## src/rtl/mux_rr_nx1.sv

```systemverilog
// N-to-1 round-robin interleaving mux with a registered output stage and source-channel tag.
// Define MUX_RR_SKIP_IDLE_EN for work-conserving skip-idle arbitration; default is strict TDM slots.
module mux_rr_nx1 #(
    parameter int WIDTH    = 8,
    parameter int CHANNELS = 2,
    localparam int SEL_W   = (CHANNELS > 2) ? $clog2(CHANNELS) : 1
) (
    input  logic                      clk,
    input  logic                      reset_L,
    input  logic [CHANNELS*WIDTH-1:0] in_data,
    input  logic [CHANNELS-1:0]       in_valid,
    output logic [CHANNELS-1:0]       in_ready,
    output logic [WIDTH-1:0]          out_data,
    output logic [SEL_W-1:0]          out_chan,
    output logic                      out_valid,
    input  logic                      out_ready,
    output logic [SEL_W-1:0]          dbg_ptr
);

    // Handshake: a word moves on any edge where valid and ready are both high on the same
    // side; in_ready is never gated by in_data, and the output register only reloads when
    // it is empty or being popped in the same cycle.

    localparam logic [SEL_W-1:0] LAST_CH = SEL_W'(CHANNELS - 1);

    logic [SEL_W-1:0] r_ptr;
    logic [WIDTH-1:0] r_data;
    logic [SEL_W-1:0] r_chan;
    logic             r_valid;

    logic             w_load_en;
    logic [SEL_W-1:0] w_grant;
    logic [SEL_W-1:0] w_grant_inc;
    logic             w_xfer;
    logic [WIDTH-1:0] w_lane [CHANNELS];

    for (genvar gi = 0; gi < CHANNELS; gi++) begin : g_lane
        assign w_lane[gi] = in_data[gi*WIDTH +: WIDTH];
    end

    assign w_load_en = reset_L & (~r_valid | out_ready);

`ifdef MUX_RR_SKIP_IDLE_EN
    localparam logic [SEL_W:0] CH_EXT = (SEL_W + 1)'(CHANNELS);

    logic [2*CHANNELS-1:0] w_rot;
    logic [SEL_W-1:0]      w_off;
    logic [SEL_W:0]        w_sum;

    // Rotate the valid vector so bit 0 is the pointer's channel; the lowest set bit is the winner.
    always_comb begin
        w_rot = {in_valid, in_valid} >> r_ptr;
        w_off = '0;
        for (int k = CHANNELS - 1; k >= 0; k--) begin
            if (w_rot[k]) begin
                w_off = SEL_W'(k);
            end
        end
        w_sum = {1'b0, r_ptr} + {1'b0, w_off};
        if (w_sum >= CH_EXT) begin
            w_sum = w_sum - CH_EXT;
        end
        w_grant = w_sum[SEL_W-1:0];
    end
`else
    assign w_grant = r_ptr;
`endif

    assign w_grant_inc = (w_grant == LAST_CH) ? '0 : w_grant + 1'b1;
    assign w_xfer      = w_load_en & in_valid[w_grant];
    assign in_ready    = w_load_en ? (CHANNELS'(1) << w_grant) : '0;

    always_ff @(posedge clk) begin
        if (!reset_L) begin
            r_ptr   <= '0;
            r_data  <= '0;
            r_chan  <= '0;
            r_valid <= 1'b0;
        end else if (w_load_en) begin
            r_valid <= w_xfer;
            if (w_xfer) begin
                r_data <= w_lane[w_grant];
                r_chan <= w_grant;
            end
`ifdef MUX_RR_SKIP_IDLE_EN
            if (w_xfer) begin
                r_ptr <= w_grant_inc;
            end
`else
            // Slot advances even when empty so positions stay fixed for the de-interleaver.
            r_ptr <= w_grant_inc;
`endif
        end
    end

    assign out_data  = r_data;
    assign out_chan  = r_chan;
    assign out_valid = r_valid;
    assign dbg_ptr   = r_ptr;

endmodule

```

## config.mk

```make
export PLATFORM = sky130hd
export DESIGN_NAME = mux_rr_nx1
export DESIGN_NICKNAME = d
export VERILOG_FILES = /design/src/rtl/mux_rr_nx1.sv
export SDC_FILE = /design/constraint.sdc
export NUM_CORES = 1
export LEC_CHECK = 0
export CAP_MARGIN = 10
export CORE_UTILIZATION = 30
export DETAILED_ROUTE_END_ITERATION = 7
export GPL_ROUTABILITY_DRIVEN = 0
export PLACE_DENSITY = 0.71
export SETUP_SLACK_MARGIN = 0.05
export SKIP_CTS_REPAIR_TIMING = 1
export SYNTH_ARGS = -nofsm -noshare
export SYNTH_HDL_FRONTEND = slang
export SYNTH_SLANG_ARGS = --single-unit
```

## constraint.sdc

```tcl
create_clock -name clk -period 1.1 [get_ports clk]
set_input_delay 0.22 -clock clk [delete_from_list [all_inputs] [get_ports clk]]
set_output_delay 0.22 -clock clk [all_outputs]
set_load 0.02 [all_outputs]
```

==> results.yml, run 1 <==
cells_and_area:
  nets: 124
  final_layout_size_suffix_gt1_share_pct: 40.20
  area_growth_pct: 94.54
  stdcell_count: 118
  antenna_cells: 0
  design_area_sq_um: 1025
  final_util_pct: 65.00
critical_path:
  crit_fanout: 3
  worstSetupStartpointType: "register"
  cp_cell_sequence: "buf_4 > and3_4 > buf_6"
  worstPathRequired_ns: 0.88
  cp_data_arrival_time_ns: 1.04
  reg2regPathDepth: 5
  max_stage_delay_ns: 0.37
  critPathCaptureType: "primary output"
  crit_type: "register to primary output"
  cpMaxStageDelayCell: "dfxtp_4"
logic_synthesis:
  synth_xor_area_share_pct: 1.663
  synth_commonest_cells: "16 x mux2i_1, 11 x dfxtp_1, 9 x nand2_1"
  ys_seq_area_share_pct: 41.81
  synthTopCellsByArea: "dfxtp_1 42%, mux2i_1 30%, nand2_1 6.4%"
  synth_seq_cells: 11
  synth.distinct_cells: 17
  synthMuxAreaShare_pct: 30.40
  synth-edff-count: 0
  synth.top_cell.area_share_pct: 41.81
  yosys_warnings: 0
  synth.most_common_cell: "mux2i_1"
  syn-num-nets: 73
  yosys.area_share.simple_pct: 14.73
  yosysTopAreaCell: "dfxtp_1"
  avgSynthCellArea_sq_um: 10.13
  synthArstFlopShare_pct: 0
  ys.flop_type: "dfxtp_1"
  syn_area_sq_um: 526.8
  synthAdderAreaFrac_pct: 0
  synth_top_family_by_area: "multiplexers"
  synthCells: 52
  synth_compound_area_share_pct: 8.789
pwr:
  power_uw: 1254
  peakVddDrop_uv: 534.1
  p_leak_uw: 0.0005114
  p_per_area_nw_per_um2: 1224
status:
  status: "finished with violations"
  violations: "DRC, setup timing"
global_routing:
  grt_pass1_wl_mm: 2.090
  grt_pass1_vias: 499
  grt_antenna_before_repair: 0
  grt_overflow: 0
  grtUsageTotal_pct: 15.13
  grt_max_degree: 9
route:
  via_count: 548
  wl_per_cell_um: 12.28
  drt_iter0_drc: 3
  dr.pass1.iters: 5
  avgViaCountPerCell: 4.644
  ant_nets: 0
  drc: 2
  drt_wl_total_mm: 1.449
floorplan:
  chipHeight_um: 43.90
  fp.dieW_um: 43.90
  rows: 14
  start_util_pct: 33.41
  dieArea_sq_um: 1927
  core_sq_um: 1577
  io_pins: 34
worst_hold_path:
  hold_class: "register to register"
  hold_depth: 2
timing:
  slew_violations: 0
  slew_headroom_pct: 85.22
  skew_ns: 0.002444
  tightest_slew_ns: 0.2214
  setup_viol: 12
  report.final.hold_viol_count: 0
  min_period_ns: 1.256
  fmax_mhz: 796.3
  finalCritPeriodShare_pct: 114.2
  finalWorstSetupSlack_ns: -0.1559
  rsz0062_at_grt: "yes"
placement:
  dpl.cell_count: 107
  numPortBuffers: 33
  dpl_cell_area_sq_um: 957.2
  hpwl_mm: 1.019
flow_run:
  drv_cap: 0
cts:
  clk_latency_ns: 0.26
  numCtsBuffers: 3
  cts_tree: "yes"
  cts.htree.levels: 1
  cts.sinks: 11
  clockRootBuffer: "clkbuf_4"
  ctsLongestPathBuffers: 2
  clkSlewWorstSetupHoldPaths_ns: 0.07
## registers in the layout (all words and copies together) (netlist names)
signal,flops
out_chan,1
out_data,8
out_valid,1
dbg_ptr,1
## critical path: cells and delay by family (launching register included)
family / cells / cell delay, ns
DFF: 1 / 0.37
buffers and inverters: 2 / 0.24
and+or+nand+nor: 1 / 0.17
## kinds of logic (layout without fill, tap and decap cells)
kind of cell | count (synthesis) | in the layout
XOR/XNOR | 1 | 1
buffers and inverters | 3 | 53
AO/OA/AOI/OAI | 5 | 5
multiplexers | 16 | 16
flip-flops | 11 | 11
AND/OR/NAND/NOR | 16 | 16
## path summary, 6_finish.rpt
path                from     endpoint  slack (ns)
min reg2reg  out_data[1]  out_data[1]        0.46
min          out_data[1]  out_data[1]        0.46
max              dbg_ptr  in_ready[1]       -0.16
max reg2reg      dbg_ptr  out_data[5]       -0.14
## cell usage in the layout, fill, tap and decap left out, drive strengths merged
master	instances
dlymetal6s2s	2
buf	20
o21ai	1
nor2b	1
xor2	1
mux2i	16
nand2	9
dfxtp	11
clkdlybuf4s50	18
clkbuf	13
and2	2
nor2	2
a211oi	1
a21boi	1
a21oi	1
and3	1
o211ai	1
nand2b	1
## stage by stage
stage / worst slack, ns / hold WS [ns] / TNS [ns]
floorplan: 0.005613 / 0.3636 / 0
global placement: -0.6879 / 0.4457 / -5.040
detailed placement: -0.6891 / 0.4524 / -5.231
CTS: -0.7003 / 0.4617 / -6.604
global route: -0.1890 / 0.4880 / -1.749
finish: -0.1559 / 0.4598 / -1.259
## metal layers
metal | global-route usage [%] | wire (um)
met3 | 3.333 | 97
met1 | 17.72 | 588
met5 | 0 | 0
met2 | 25.07 | 763
met4 | 9.091 | 0
## final cells by class
class	instances	area (sq um)
Clock buffer	4	26.28
Multi-Input combinational cell	38	320.3
Sequential cell	11	225.2
Fill cell	133	551.8
Tap cell	16	20.02
Timing Repair Buffer	49	432.9
## power breakdown
group / total, uW / switching, uW / internal, uW
Clock: 274 / 134 / 140
Sequential: 478 / 28.3 / 450
Combinational: 502 / 220 / 282
Total: 1250 / 382 / 872
No activity file was read; power rests on OpenSTA's default activity.
==> run 2, diff against run 1 <==
- HOLD_SLACK_MARGIN: default -> 0.12
- RECOVER_POWER: default -> 100
==> run 2 against run 1 <==
The flow still finishes with violations (DRC, setup timing). Largest cell class unchanged. Design area stayed put. Largest power group unchanged. Utilization unchanged. Clock skew did not move. Routed wire length about the same.
==> results.yml, run 2 (synthesis gave the netlist of run 1 again) <==
timing:
  rsz0062_at_grt: "yes"
  slew_violations: 0
  setup_viol: 12
  report.final.hold_viol_count: 0
  tightest_slew_ns: 0.2214
  slew_headroom_pct: 85.22
  finalWorstSetupSlack_ns: -0.1559
  holdWs_ns: 0.4598
  min_period_ns: 1.256
  skew_ns: 0.002444
  finalCritPeriodShare_pct: 114.2
  fmax_mhz: 796.3
route:
  drt_wl_total_mm: 1.448
  ant_nets: 0
  drt_iter0_drc: 3
  drc: 2
  wl_per_cell_um: 12.27
  via_count: 548
  dr.pass1.iters: 5
  avgViaCountPerCell: 4.644
global_routing:
  grtUsageTotal_pct: 15.13
  grt_pass1_wl_mm: 2.090
  grt_max_degree: 9
  grt_antenna_before_repair: 0
  grt_overflow: 0
  grt_pass1_vias: 499
cells_and_area:
  layout_common_cells: "18 x clkdlybuf4s50_1, 16 x mux2i_1, 12 x buf_4"
  final_layout_size_suffix_gt1_share_pct: 40.20
  antenna_cells: 0
  fill_cells: 133
  final_common_cell: "clkdlybuf4s50_1"
  largest_reg_flops: 8
  area_growth_pct: 94.54
  nets: 124
critical_path:
  rrSetupSlack_ns: -0.14
  critPathCaptureType: "primary output"
  worstPathRequired_ns: 0.88
  crit_fanout: 3
  reg2regPathDepth: 5
  r2r-end: "out_data[5]"
  crit_type: "register to primary output"
  worstSetupStartpointType: "register"
  cp_data_arrival_time_ns: 1.04
  reg2reg_from: "dbg_ptr"
floorplan:
  core_sq_um: 1577
  fp.dieW_um: 43.90
  start_util_pct: 33.41
  chipHeight_um: 43.90
  io_pins: 34
  rows: 14
  dieArea_sq_um: 1927
pwr:
  p_leak_uw: 0.0005110
  p_per_area_nw_per_um2: 1224
  p_sw_uw: 382.3
  p_clk_share_pct: 21.8
  power_uw: 1254
  peakVddDrop_uv: 534.1
  p_comb_share_pct: 40.0
  p_int_uw: 872.0
  swShare_pct: 30.48
  seqPwrFrac_pct: 38.1
worst_hold_path:
  worstHoldStart: "out_data[1]"
  hold_depth: 2
  hold_class: "register to register"
  whs_endpoint: "out_data[1]"
status:
  violations: "DRC, setup timing"
  status: "finished with violations"
placement:
  numPortBuffers: 33
  hpwl_mm: 1.019
  dp_slack_ns: -0.6891
cts:
  clk_latency_ns: 0.26
  cts.sinks: 11
  numCtsBuffers: 3
  clockRootBuffer: "clkbuf_4"
  clkSlewWorstSetupHoldPaths_ns: 0.07
  ctsLongestPathBuffers: 2
  cts.htree.levels: 1
  cts_tree: "yes"
flow_run:
  drv_cap: 0
[run 2: cell types whose count changed in the layout (fill, tap and decap cells not counted), sizes merged]
cell / delta
buf: -1
clkbuf: +1
[run 2: power groups by stage]
stage          registers (uW)  clock network (uW)  logic, uW
5_1_grt                   486                 316        533
3_3_place_gp              485                   0        470
4_1_cts                   478                 290        479
6_report                  478                 274        502
2_1_floorplan             549                   0        163
3_5_place_dp              488                   0        477
[run 2: per-layer routing]
| layer | up-vias | wire [um] | track usage (%) |
|---|---|---|---|
| li1 | 280 | - | - |
| met1 | 247 | 586 | 17.72 |
| met2 | 21 | 763 | 25.07 |
| met3 | 0 | 98 | 3.333 |
| met4 | 0 | 0 | 9.091 |
| met5 | - | 0 | 0 |
[run 2: layout make-up]
class	instances	area [sq um]	area share, %
timing repair buffer	49	432.9	42.25
clock buffer	4	26.28	2.564
sequential	11	225.2	21.98
multi-input combinational	38	320.3	31.26
tap	16	20.02	1.954
[run 2: worst max-delay path by stage]
| stage | slack [ns] | start | end | cells after the start |
|---|---|---|---|---|
| 6_report | -0.16 | dbg_ptr | in_ready[1] | 3 |
| 5_1_grt | -0.19 | dbg_ptr | in_ready[1] | 3 |
| 4_1_cts | -0.70 | out_ready | in_ready[1] | 4 |
| 3_5_place_dp | -0.69 | out_ready | in_ready[1] | 4 |
| 3_3_place_gp | -0.69 | out_ready | in_ready[1] | 4 |
| 2_1_floorplan | 0.006 | dbg_ptr | out_data[0] | 3 |
[run 2: through the flow]
step           setup TNS (ns)  std cells  utilization (%)  area [sq um]
3_3_place_gp           -5.040        107            60.71         957.2
4_1_cts                -6.604        111            62.38         983.4
2_1_floorplan               0         52                -         543.0
3_5_place_dp           -5.231        107            60.71         957.2
5_1_grt                -1.752        118            65.00          1025
6_report               -1.259        118            65.00          1025
[run 2: worst max-delay path, cell delays in order (launching register included)]
cell and delay, ns:
dfxtp_4 0.37, buf_4 0.13, and3_4 0.17, buf_6 0.11
